`src/rtl/pipe_pkg.sv`:
```
// Shared pipeline types for the decode/execute boundary: widths, ALU opcodes
// and the control bundle carried alongside each instruction.
package pipe_pkg;

  localparam int XLEN       = 32;
  localparam int REG_ADDR_W = 5;
  localparam int ALU_OP_W   = 4;

  localparam logic [ALU_OP_W-1:0] ALU_ADD  = 4'd0;
  localparam logic [ALU_OP_W-1:0] ALU_SUB  = 4'd1;
  localparam logic [ALU_OP_W-1:0] ALU_AND  = 4'd2;
  localparam logic [ALU_OP_W-1:0] ALU_OR   = 4'd3;
  localparam logic [ALU_OP_W-1:0] ALU_XOR  = 4'd4;
  localparam logic [ALU_OP_W-1:0] ALU_SLL  = 4'd5;
  localparam logic [ALU_OP_W-1:0] ALU_SRL  = 4'd6;
  localparam logic [ALU_OP_W-1:0] ALU_SRA  = 4'd7;
  localparam logic [ALU_OP_W-1:0] ALU_SLT  = 4'd8;
  localparam logic [ALU_OP_W-1:0] ALU_SLTU = 4'd9;

  typedef struct packed {
    logic [ALU_OP_W-1:0] alu_op;
    logic                alu_src;
    logic                mem_read;
    logic                mem_write;
    logic                reg_write;
    logic                mem_to_reg;
  } ctrl_t;

  // Bubble encoding: no memory access and no register write.
  localparam ctrl_t CTRL_NOP = '0;

endpackage

```
`src/rtl/load_use_detect.sv`:
```
// Load-use hazard equation: the instruction in EX is a load whose destination
// is read by the instruction in decode. Purely combinational.
module load_use_detect #(
  parameter int REG_ADDR_W = pipe_pkg::REG_ADDR_W
) (
  input  logic                  ex_valid,
  input  logic                  ex_mem_read,
  input  logic [REG_ADDR_W-1:0] ex_rd,
  input  logic                  id_valid,
  input  logic [REG_ADDR_W-1:0] id_rs1,
  input  logic [REG_ADDR_W-1:0] id_rs2,
  input  logic                  id_uses_rs2,
  output logic                  haz
);

  logic rd_nonzero;
  logic rs1_match;
  logic rs2_match;

  // x0 is hardwired, so a load targeting it never produces a usable value.
  assign rd_nonzero = (ex_rd != '0);
  assign rs1_match  = (ex_rd == id_rs1);
  assign rs2_match  = id_uses_rs2 && (ex_rd == id_rs2);

  assign haz = ex_valid && ex_mem_read && rd_nonzero && id_valid &&
               (rs1_match || rs2_match);

endmodule

```
`src/rtl/id_ex_stage.sv`:
```
// ID/EX pipeline register with load-use bubble insertion, branch flush,
// downstream hold and a saturating stall counter.
// Optional build macro ID_EX_WB_BYPASS_EN: forwards the WB write into captured operands.
module id_ex_stage
  import pipe_pkg::*;
#(
  parameter int XLEN       = pipe_pkg::XLEN,
  parameter int REG_ADDR_W = pipe_pkg::REG_ADDR_W,
  parameter int ALU_OP_W   = pipe_pkg::ALU_OP_W,
  parameter int CNT_W      = 16
) (
  input  logic                  clk,
  input  logic                  rst_n,
  input  logic                  id_valid,
  input  logic [XLEN-1:0]       id_pc,
  input  logic [REG_ADDR_W-1:0] id_rs1,
  input  logic [REG_ADDR_W-1:0] id_rs2,
  input  logic [REG_ADDR_W-1:0] id_rd,
  input  logic                  id_uses_rs2,
  input  logic [XLEN-1:0]       id_rs1_data,
  input  logic [XLEN-1:0]       id_rs2_data,
  input  logic [XLEN-1:0]       id_imm,
  input  logic [ALU_OP_W-1:0]   id_alu_op,
  input  logic                  id_alu_src,
  input  logic                  id_mem_read,
  input  logic                  id_mem_write,
  input  logic                  id_reg_write,
  input  logic                  id_mem_to_reg,
  input  logic                  flush,
  input  logic                  ex_hold,
  input  logic                  wb_reg_write,
  input  logic [REG_ADDR_W-1:0] wb_rd,
  input  logic [XLEN-1:0]       wb_data,
  output logic                  ex_valid,
  output logic [XLEN-1:0]       ex_pc,
  output logic [XLEN-1:0]       ex_rs1_data,
  output logic [XLEN-1:0]       ex_rs2_data,
  output logic [XLEN-1:0]       ex_imm,
  output logic [REG_ADDR_W-1:0] ex_rs1,
  output logic [REG_ADDR_W-1:0] ex_rs2,
  output logic [REG_ADDR_W-1:0] ex_rd,
  output logic [ALU_OP_W-1:0]   ex_alu_op,
  output logic                  ex_alu_src,
  output logic                  ex_mem_read,
  output logic                  ex_mem_write,
  output logic                  ex_reg_write,
  output logic                  ex_mem_to_reg,
  output logic                  load_use_stall,
  output logic [CNT_W-1:0]      stall_cnt
);

  ctrl_t           ex_ctrl;
  ctrl_t           id_ctrl;
  logic            haz;
  logic            bubble;
  logic [XLEN-1:0] rs1_capture;
  logic [XLEN-1:0] rs2_capture;

  load_use_detect #(
    .REG_ADDR_W (REG_ADDR_W)
  ) u_load_use_detect (
    .ex_valid    (ex_valid),
    .ex_mem_read (ex_ctrl.mem_read),
    .ex_rd       (ex_rd),
    .id_valid    (id_valid),
    .id_rs1      (id_rs1),
    .id_rs2      (id_rs2),
    .id_uses_rs2 (id_uses_rs2),
    .haz         (haz)
  );

  // A flush or hold already keeps the consumer out of EX, so no extra bubble.
  assign load_use_stall = rst_n && haz && !flush && !ex_hold;
  assign bubble         = flush || load_use_stall;

  // Invalid decode slots carry NOP control so a bubble can never write.
  always_comb begin
    id_ctrl = CTRL_NOP;
    if (id_valid) begin
      id_ctrl.alu_op     = id_alu_op;
      id_ctrl.alu_src    = id_alu_src;
      id_ctrl.mem_read   = id_mem_read;
      id_ctrl.mem_write  = id_mem_write;
      id_ctrl.reg_write  = id_reg_write;
      id_ctrl.mem_to_reg = id_mem_to_reg;
    end
  end

`ifdef ID_EX_WB_BYPASS_EN
  // Same-cycle register-file write: take the value being written back.
  assign rs1_capture = (wb_reg_write && (wb_rd != '0) && (wb_rd == id_rs1)) ? wb_data
                                                                             : id_rs1_data;
  assign rs2_capture = (wb_reg_write && (wb_rd != '0) && (wb_rd == id_rs2)) ? wb_data
                                                                             : id_rs2_data;
`else
  logic unused_wb;
  assign unused_wb   = ^{wb_reg_write, wb_rd, wb_data};
  assign rs1_capture = id_rs1_data;
  assign rs2_capture = id_rs2_data;
`endif

  always_ff @(posedge clk) begin
    if (!rst_n) begin
      ex_valid    <= 1'b0;
      ex_pc       <= '0;
      ex_rs1_data <= '0;
      ex_rs2_data <= '0;
      ex_imm      <= '0;
      ex_rs1      <= '0;
      ex_rs2      <= '0;
      ex_rd       <= '0;
      ex_ctrl     <= CTRL_NOP;
    end else if (bubble) begin
      ex_valid    <= 1'b0;
      ex_pc       <= '0;
      ex_rs1_data <= '0;
      ex_rs2_data <= '0;
      ex_imm      <= '0;
      ex_rs1      <= '0;
      ex_rs2      <= '0;
      ex_rd       <= '0;
      ex_ctrl     <= CTRL_NOP;
    end else if (!ex_hold) begin
      ex_valid    <= id_valid;
      ex_pc       <= id_pc;
      ex_rs1_data <= rs1_capture;
      ex_rs2_data <= rs2_capture;
      ex_imm      <= id_imm;
      ex_rs1      <= id_rs1;
      ex_rs2      <= id_rs2;
      ex_rd       <= id_rd;
      ex_ctrl     <= id_ctrl;
    end
  end

  always_ff @(posedge clk) begin
    if (!rst_n) begin
      stall_cnt <= '0;
    end else if (load_use_stall && (stall_cnt != '1)) begin
      stall_cnt <= stall_cnt + 1'b1;
    end
  end

  assign ex_alu_op     = ex_ctrl.alu_op;
  assign ex_alu_src    = ex_ctrl.alu_src;
  assign ex_mem_read   = ex_ctrl.mem_read;
  assign ex_mem_write  = ex_ctrl.mem_write;
  assign ex_reg_write  = ex_ctrl.reg_write;
  assign ex_mem_to_reg = ex_ctrl.mem_to_reg;

endmodule
```
`config.mk`:
```
export PLATFORM = sky130hd
export DESIGN_NAME = id_ex_stage
export DESIGN_NICKNAME = d
export VERILOG_FILES = /design/src/rtl/pipe_pkg.sv /design/src/rtl/load_use_detect.sv /design/src/rtl/id_ex_stage.sv
export SDC_FILE = /design/constraint.sdc
export NUM_CORES = 1
export LEC_CHECK = 0
export BUFFER_PORTS_ARGS = -buffer_cell sky130_fd_sc_hd__buf_2
export CELL_PAD_IN_SITES_DETAIL_PLACEMENT = 0
export CELL_PAD_IN_SITES_GLOBAL_PLACEMENT = 1
export CORE_ASPECT_RATIO = 0.75
export CORE_MARGIN = 2
export CORE_UTILIZATION = 34
export CTS_CLUSTER_DIAMETER = 150
export DETAILED_ROUTE_END_ITERATION = 8
export GPL_ROUTABILITY_DRIVEN = 0
export HOLD_SLACK_MARGIN = 0.15
export PLACE_DENSITY_LB_ADDON = 0.1
export SLEW_MARGIN = 10
export SYNTH_ARGS = -nofsm -noshare
export SYNTH_HDL_FRONTEND = slang
export SYNTH_SLANG_ARGS = --single-unit
```
`constraint.sdc`:
```
create_clock -name clk -period 5.35 [get_ports clk]
set_input_delay 1.07 -clock clk [delete_from_list [all_inputs] [get_ports clk]]
set_output_delay 1.07 -clock clk [all_outputs]
set_load 0.02 [all_outputs]
```
==> results.cfg, run 1 <==
[run]
cap_viol_max_count = 0

[timing]
hold_viol = 0
post-route-period-util = 0.683
drv_slew = 0
rsz0062_at_grt = no
setup_viol = 0
setup_slack_ns = 1.70
setup_tns_ns = 0
tightestPinTransition_ns = 1.09
period_needed_ns = 3.65
finalClockSkew_ns = 0.00991
slew_headroom = 0.276
max_freq_ghz = 0.274

[global_route]
grt_max_degree = 90
grt_pass1_vias = 5263
grtUsageMet3 = 0.0713
use_met1 = 0.184
grtUsageTotal = 0.173
grt_util_met2 = 0.310
antenna_found_initial = 0
grt_first_pass_wirelength_mm = 26.7
grt_remaining_overflow = 0
top_usage_layer = met2

[clock_tree]
post-cts-setup-buffers = 0
clkSinkCount = 169
cts-root-buf = clkbuf_16
clk_latency_ns = 0.43
cts_tree = built
cts.htree.levels = 4
cts_resized = 0
cts.path.max_buffers = 2
numCtsBuffers = 17
clk_pin_slew_ns = 0.06
postCtsHoldBufs = 0

[power]
p_switching_uw = 712
leakagePower_uw = 0.00444
irDropWorstVdd_uv = 187
swShare = 0.246
pwr-share-comb = 0.102
power_density_nw_per_um2 = 330
clkPwrFrac = 0.445
pwr-share-seq = 0.454
finalPower_uw = 2900
p_int_uw = 2180

[worst_setup_path]
end_kind = output port
slowest_delay_ns = 0.79
cp_data_arrival_time_ns = 2.58
crit_path_top_delay_cell = o22a_1
cp_data_required_time_ns = 4.28
path_class = in2out
cpMostUsedCell = buf_2
crit_fanout = 28
critPathLaunchType = input port
path_cells = buf_2, xnor2_1, nand4_1, o22a_1, nor2_1, buf_2

[die]
boundaryPins = 366
chipWidth_microns = 162
num_rows = 43
core_sq_um = 18500
die-area_sq_um = 19900
die_y_microns = 123
initial_core_util = 0.346

[cells_and_area]
layout-drive-gt1-share = 0.389
postLayoutCellArea_sq_um = 8770
layout.cells.most_common = buf_2
final_cell_mix = buf_2, dfxtp_1, nor2_1
finalNetCount = 1125
area_growth_pct = 37.5

[detailed_routing]
first_iter_violations = 274
post_drt_wl_per_cell_microns = 15.0
vias_per_cell = 4.62
drt_pass1_iterations = 4
ant_nets = 0
routed_wl_mm = 17.9
vias = 5491
drc = 0

[yosys]
synth_cell_types = 38
synth_cells = 619
ys_seq_elements = 169
synth_top_cell_by_area = dfxtp_1
syn_area_per_cell_sq_um = 10.3
synth.top_cell.area_share = 0.531
yosysWarnings = 0
netlist_area_sq_um = 6380
ys_top_cells_by_area = dfxtp_1, mux2i_1, nor2_1, buf_6, clkbuf_1
seq_area_frac_synth = 0.531
synth_nets = 816

[placed_design]
dp_slack_ns = 1.51
hpwl_mm = 13.1
dpl_cell_area_sq_um = 8140
io_buffers = 327

[outcome]
status = complete, no violations

[hold_path]
worstHoldPathType = reg2reg
kinds of logic after synthesis:
logic type               after synthesis  share of synthesized area
XOR/XNOR                              10                     0.0137
multiplexers                         146                      0.229
flip-flops                           169                      0.531
adder cells (fa/ha/maj)                1                    0.00196
AND/OR/NAND/NOR                      206                      0.140
AO/OA/AOI/OAI                         44                     0.0479
buffers and inverters                 43                     0.0371
per-stage QoR:
stage	hold slack, ns	util	std cells
final	0.486	0.475	1189
after CTS	0.485	0.475	1188
after global placement	0.469	0.441	1156
after global routing	0.501	0.475	1188
after floorplan	0.553	-	619
after detailed placement	0.475	0.441	1156
area by class of cell:
class	count	area (sq um)
timing repair buffer	330	1680
multi-input combinational	407	2760
antenna	1	2.50
tap	247	309
sequential	169	3380
fill	1756	9690
inverter	3	11.3
clock inverter	14	183
clock buffer	18	439
metal layers:
layer,wire length [microns],vias up
met5,0,-
met4,310,0
met3,1680,21
met2,8920,207
met1,6960,2516
li1,-,2747
power groups by stage:
stage	combinational, uW	sequential [uW]	clock (uW)
6_report	294	1310	1290
5_1_grt	320	1320	1380
4_1_cts	298	1310	1330
3_5_place_dp	298	1340	0
3_3_place_gp	292	1340	0
2_1_floorplan	136	1390	0
critical path, delay by kind of cell:
kind                      cells  cell delay [ns]
and+or+nand+nor               2             0.28
xor gates and xnor gates      1             0.11
AOI/OAI and AO/OA             1             0.79
buffers and inverters         2             0.32
final timing paths:
kind                                start               to  slack (ns)  depth (start not counted)
worst max-delay path            id_rs2[3]   load_use_stall        1.70                          6
worst min-delay path             ex_valid         ex_valid        0.49                          2
worst max register to register   ex_rd[2]  ex_rs1_data[19]        2.45                          6
worst min register to register   ex_valid         ex_valid        0.49                          2
cells in the mapped netlist:
master / n
o21a_1: 1
buf_2: 6
or3_1: 3
a21oi_1: 12
nor2b_1: 3
a311oi_1: 1
o22a_1: 1
o211a_2: 1
nor2_1: 153
nand3_1: 6
o31ai_1: 9
nand2_1: 12
xnor2_1: 10
dfxtp_1: 169
buf_1: 1
nand2b_1: 3
and3_1: 1
o21ai_2: 1
o211ai_1: 3
o21ai_4: 1
o21ai_0: 3
and4b_1: 1
o22ai_1: 1
and4_1: 3
mux2i_1: 146
inv_2: 1
and2b_1: 1
buf_6: 9
and2_1: 3
a22oi_1: 9
nor3_1: 1
or4_1: 9
nor4_1: 2
clkbuf_1: 24
inv_1: 2
nand4_1: 5
a31oi_1: 1
ha_1: 1
Power figures use the tool's default switching activity.
==> inputs of run 2 (changes only) <==
--- a/config.mk
+++ b/config.mk
@@ -10,7 +10,7 @@
 export CELL_PAD_IN_SITES_GLOBAL_PLACEMENT = 1
 export CORE_ASPECT_RATIO = 0.75
 export CORE_MARGIN = 2
-export CORE_UTILIZATION = 34
+export CORE_UTILIZATION = 28
 export CTS_CLUSTER_DIAMETER = 150
 export DETAILED_ROUTE_END_ITERATION = 8
 export GPL_ROUTABILITY_DRIVEN = 0
==> constraint.sdc (replaced) <==
create_clock -name clk -period 3 [get_ports clk]
set_input_delay 0.6 -clock clk [delete_from_list [all_inputs] [get_ports clk]]
set_output_delay 0.6 -clock clk [all_outputs]
set_load 0.02 [all_outputs]
==> run 2 against run 1 <==
Compared with the run above:
- final cell count up 4.5%
- critical endpoint unchanged
- clock power up 84%
- clock skew up 0.0050 ns
- sequential share of layout area down 0.68 points
- combinational power up 84%
==> results.cfg, run 2 (synthesized netlist as in run 1, its figures left out) <==
[outcome]
status = complete, no violations

[global_route]
grtUsageTotal = 0.152
grt_pass1_vias = 5004
grt_max_degree = 154
grt_remaining_overflow = 0
antenna_found_initial = 3
grt_first_pass_wirelength_mm = 28.0

[clock_tree]
postCtsHoldBufs = 0
cts-root-buf = clkbuf_16
cts.htree.levels = 4
numCtsBuffers = 17
cts.path.max_buffers = 2
post-cts-setup-buffers = 0
cts_resized = 0
clk_pin_slew_ns = 0.07
cts_tree = built
clkSinkCount = 169
clk_latency_ns = 0.42

[power]
finalPower_uw = 5250
leakagePower_uw = 0.00449
irDropWorstVdd_uv = 320
power_density_nw_per_um2 = 589

[worst_setup_path]
crit_path_top_delay_cell = or4_1
slowest_delay_ns = 0.57
cp_data_required_time_ns = 2.40
path_cells = or4_1, o211a_2, inv_2, nor2_1, buf_2
path_class = reg2out
end_kind = output port
crit_fanout = 6
cp_data_arrival_time_ns = 2.04
critPathLaunchType = flip-flop

[cells_and_area]
layout.cells.most_common = buf_2
final_cell_mix = buf_2, dfxtp_1, nor2_1
layout-drive-gt1-share = 0.390
finalNetCount = 1130
area_growth_pct = 39.9

[timing]
slew_headroom = 0.284
tightestPinTransition_ns = 1.07
finalClockSkew_ns = 0.0149
post-route-period-util = 0.880
period_needed_ns = 2.64
setup_viol = 0
max_freq_ghz = 0.379
rsz0062_at_grt = no
setup_tns_ns = 0
hold_viol = 0
drv_slew = 0
setup_slack_ns = 0.361

[detailed_routing]
vias = 5279
first_iter_violations = 231
drt_pass1_iterations = 4
vias_per_cell = 4.25
routed_wl_mm = 18.8
drc = 0
post_drt_wl_per_cell_microns = 15.1
ant_nets = 0

[placed_design]
hpwl_mm = 13.3
io_buffers = 327
dp_slack_ns = 0.670

[die]
core_sq_um = 22200
boundaryPins = 366
initial_core_util = 0.287
num_rows = 47
die-area_sq_um = 24000
die_y_microns = 135
chipWidth_microns = 178

[run]
cap_viol_max_count = 0

[hold_path]
worstHoldPathType = in2reg
-- run 2: changes by cell type in the layout (fill, tap and decap cells not counted), sizes merged --
cell / change
bufinv: +1
diode: +1
buf: +5
inv: -6
clkinvlp: -1
clkbuf: +3
clkinv: +3
-- run 2: area by class of cell --
cell class                 count  area (sq um)
timing repair buffer         335          1770
clock inverter                11           169
antenna                        2          5.00
clock buffer                  21           460
tap                          294           368
multi-input combinational    407          2760
inverter                       3          11.3
sequential                   169          3380
fill                        2246         13300
-- run 2: power breakdown --
part | switching (uW) | internal (uW)
Clock | 931 | 1440
Sequential | 32.0 | 2310
Combinational | 296 | 244
Total | 1260 | 4000
-- run 2: per-layer routing --
metal  vias to the layer above  global-route usage  routed length (microns)
li1                       2755                   -                        -
met1                      2325               0.190                     8360
met2                       188               0.237                     8500
met3                        11              0.0653                     1740
met4                         0              0.0470                      204
met5                         -                   0                        0
-- run 2: worst paths after layout --
path | from | end | slack, ns | cells after the start
min | id_imm[6] | ex_imm[6] | 0.41 | 3
max | ex_rd[1] | load_use_stall | 0.36 | 5
max reg2reg | ex_rd[3] | stall_cnt[9] | 0.94 | 6
min reg2reg | ex_rs1_data[26] | ex_rs1_data[26] | 0.49 | 2
-- run 2: critical path, delay by kind of cell (launching register included) --
family / cells / cell delay, ns
flip-flops: 1 / 0.37
AO/OA/AOI/OAI: 1 / 0.33
AND/OR/NAND/NOR: 2 / 0.63
buffers and inverters: 2 / 0.29
-- run 2: through the flow --
stage | hold WS [ns] | cells | instance area [sq um] | util
floorplan | 0.553 | 619 | 6380 | -
global placement | 0.468 | 1208 | 8290 | 0.373
detailed placement | 0.478 | 1208 | 8290 | 0.373
CTS | 0.382 | 1240 | 8920 | 0.401
global route | 0.386 | 1241 | 8920 | 0.401
finish | 0.409 | 1242 | 8920 | 0.401
==> inputs of run 3 (changes only) <==
--- a/config.mk
+++ b/config.mk
@@ -5,17 +5,19 @@
 export SDC_FILE = /design/constraint.sdc
 export NUM_CORES = 1
 export LEC_CHECK = 0
+export ABC_AREA = 1
 export BUFFER_PORTS_ARGS = -buffer_cell sky130_fd_sc_hd__buf_2
+export CAP_MARGIN = 20
 export CELL_PAD_IN_SITES_DETAIL_PLACEMENT = 0
 export CELL_PAD_IN_SITES_GLOBAL_PLACEMENT = 1
 export CORE_ASPECT_RATIO = 0.75
 export CORE_MARGIN = 2
-export CORE_UTILIZATION = 28
+export CORE_UTILIZATION = 26
 export CTS_CLUSTER_DIAMETER = 150
 export DETAILED_ROUTE_END_ITERATION = 8
 export GPL_ROUTABILITY_DRIVEN = 0
 export HOLD_SLACK_MARGIN = 0.15
-export PLACE_DENSITY_LB_ADDON = 0.1
+export PLACE_DENSITY = 0.85
 export SLEW_MARGIN = 10
 export SYNTH_ARGS = -nofsm -noshare
 export SYNTH_HDL_FRONTEND = slang
==> run 3 against run 2 <==
Compared with the run above:
- worst setup slack gained 0.060 ns
- core utilization shrank 3.1 points
- die area grew 6.7%
- maximum frequency grew 2.3%
- routed wire length grew 5.9%
- sequential share of layout area grew 0.24 points
- hold slack gained 0.0031 ns
- power shrank 4.9%
- count of clock-buffer cells in the layout grew 1
- clock skew shrank 0.0014 ns
- clock power shrank 8.9%
- via count grew 23%
==> results.cfg, run 3 <==
[worst_setup_path]
cp_data_required_time_ns = 2.40
crit_path_top_delay_cell = nor2_2
cp_data_arrival_time_ns = 1.98
critPathLaunchType = input port
path_cells = buf_4, nor2_1, nand4_1, nor2_2, nand2_2, inv_2, buf_2
end_kind = output port
path_class = in2out
crit_fanout = 7
slowest_delay_ns = 0.27

[timing]
finalClockSkew_ns = 0.0135
setup_tns_ns = 0
tightestPinTransition_ns = 0.880
period_needed_ns = 2.58
post-route-period-util = 0.860
rsz0062_at_grt = no
drv_slew = 0
hold_viol = 0
setup_slack_ns = 0.421
max_freq_ghz = 0.388
slew_headroom = 0.413
setup_viol = 0

[detailed_routing]
ant_nets = 0
drt_pass1_iterations = 6
vias = 6519
routed_wl_mm = 19.9
first_iter_violations = 405
vias_per_cell = 4.31
drc = 0
post_drt_wl_per_cell_microns = 13.2

[yosys]
synth-xor-area-share = 0.00277
synthTopCellsByCount = nand2_1, dfxtp_1, a21oi_1
netlist_area_sq_um = 6330
yosysMostFrequentCell = nand2_1
synth_cells = 860
yosysWarnings = 0
yosys.area_share.adder = 0.00198
synth_top_cell_by_area = dfxtp_1
seq_area_frac_synth = 0.534
synth_compound_area_frac = 0.135
ys_top_cells_by_area = dfxtp_1, nand2_1, a21oi_1, nor2_1, inv_1
async_flop_share = 0
synth_nets = 1057
synthMuxAreaShare = 0
synth_top_family_by_area = simple AND/OR/NAND/NOR gates
synth_cell_types = 23
yosys.area_share.simple = 0.264
ys_seq_elements = 169
synth_edf_count = 0
synth.top_cell.area_share = 0.534
syn_area_per_cell_sq_um = 7.36
yosys_most_used_dff = dfxtp_1

[clock_tree]
clk_pin_slew_ns = 0.07
numCtsBuffers = 17
clkSinkCount = 169
cts.htree.levels = 4
postCtsHoldBufs = 0
cts.path.max_buffers = 2
cts_tree = built
clk_latency_ns = 0.43
cts-root-buf = clkbuf_16
cts_resized = 0
post-cts-setup-buffers = 0

[global_route]
grt_pass1_vias = 6137
grtUsageTotal = 0.153
antenna_found_initial = 1
grt_first_pass_wirelength_mm = 31.1
grt_max_degree = 164
grt_remaining_overflow = 0

[cells_and_area]
diodes = 0
final_cell_mix = nand2_1, buf_2, dfxtp_1
finalNetCount = 1364
layout.cells.most_common = nand2_1
final_cell_count_no_fill = 1511
area_growth_pct = 40.0
layout-drive-gt1-share = 0.319

[die]
boundaryPins = 366
die_y_microns = 139
chipWidth_microns = 184
initial_core_util = 0.264
core_sq_um = 24000
num_rows = 49
die-area_sq_um = 25600

[power]
irDropWorstVdd_uv = 344
power_density_nw_per_um2 = 563
leakagePower_uw = 0.00432

[placed_design]
dp_slack_ns = 0.407
io_buffers = 327
dp_cells = 1479
hpwl_mm = 13.8

[run]
cap_viol_max_count = 0

[hold_path]
worstHoldPathType = in2reg

[outcome]
status = complete, no violations
## run 3: cell count changes after synthesis, sizes merged, moves of 11 or more
cell | before | now
nand2 | 12 | 332
nor2 | 153 | 68
inv | 3 | 44
nand3 | 6 | 17
mux2i | 146 | 0
a21oi | 12 | 149
## run 3: final timing paths
| path | to | slack, ns | from | cells past startpoint |
|---|---|---|---|---|
| max | load_use_stall | 0.42 | ex_hold | 7 |
| min | ex_rs2_data[5] | 0.41 | id_rs2_data[5] | 3 |
| max reg2reg | ex_imm[23] | 0.98 | ex_rd[4] | 10 |
| min reg2reg | ex_pc[4] | 0.45 | ex_pc[4] | 2 |
## run 3: worst max-delay path: cells and delay by family
kind                   cells  cell delay [ns]
buffers and inverters      3             0.47
and+or+nand+nor            4             0.91
## run 3: cell type report
cell class / instances / area [sq um]
Clock inverter: 10 / 95.1
Multi-Input combinational cell: 597 / 2560
Tap cell: 331 / 414
Fill cell: 2584 / 15100
Inverter: 44 / 168
Sequential cell: 169 / 3380
Timing Repair Buffer: 338 / 1770
Clock buffer: 22 / 474
## run 3: stage by stage
step | hold WS (ns) | total power, uW | instance area [sq um] | util
after floorplan | 0.534 | 2660 | 6330 | -
after global placement | 0.441 | 2890 | 8300 | 0.346
after detailed placement | 0.444 | 2900 | 8300 | 0.346
after CTS | 0.384 | 5080 | 8870 | 0.370
after global routing | 0.393 | 5220 | 8870 | 0.370
final | 0.412 | 5000 | 8870 | 0.370
## run 3: cells by family (layout without fill, tap and decap cells)
logic type	count (synthesis)	count (layout)
AND/OR/NAND/NOR	428	428
flip-flops	169	169
AO/OA/AOI/OAI	166	166
buffers and inverters	94	414
XOR/XNOR	2	2
adder cells (fa/ha/maj)	1	1
## run 3: power by group
group	switching (uW)	leakage [uW]	total (uW)	internal, uW
combinational	311	0.00267	501	190
clock	945	0.000276	2160	1210
sequential	32.0	0.00137	2340	2310
total	1290	0.00432	5000	3710
## run 3: layer usage
layer  wire length (microns)  vias up  track usage
li1                        -     3346            -
met1                    8890     2923        0.191
met2                    9150      226        0.246
met3                    1590       22       0.0523
met4                     279        2       0.0509
met5                      13        -            0
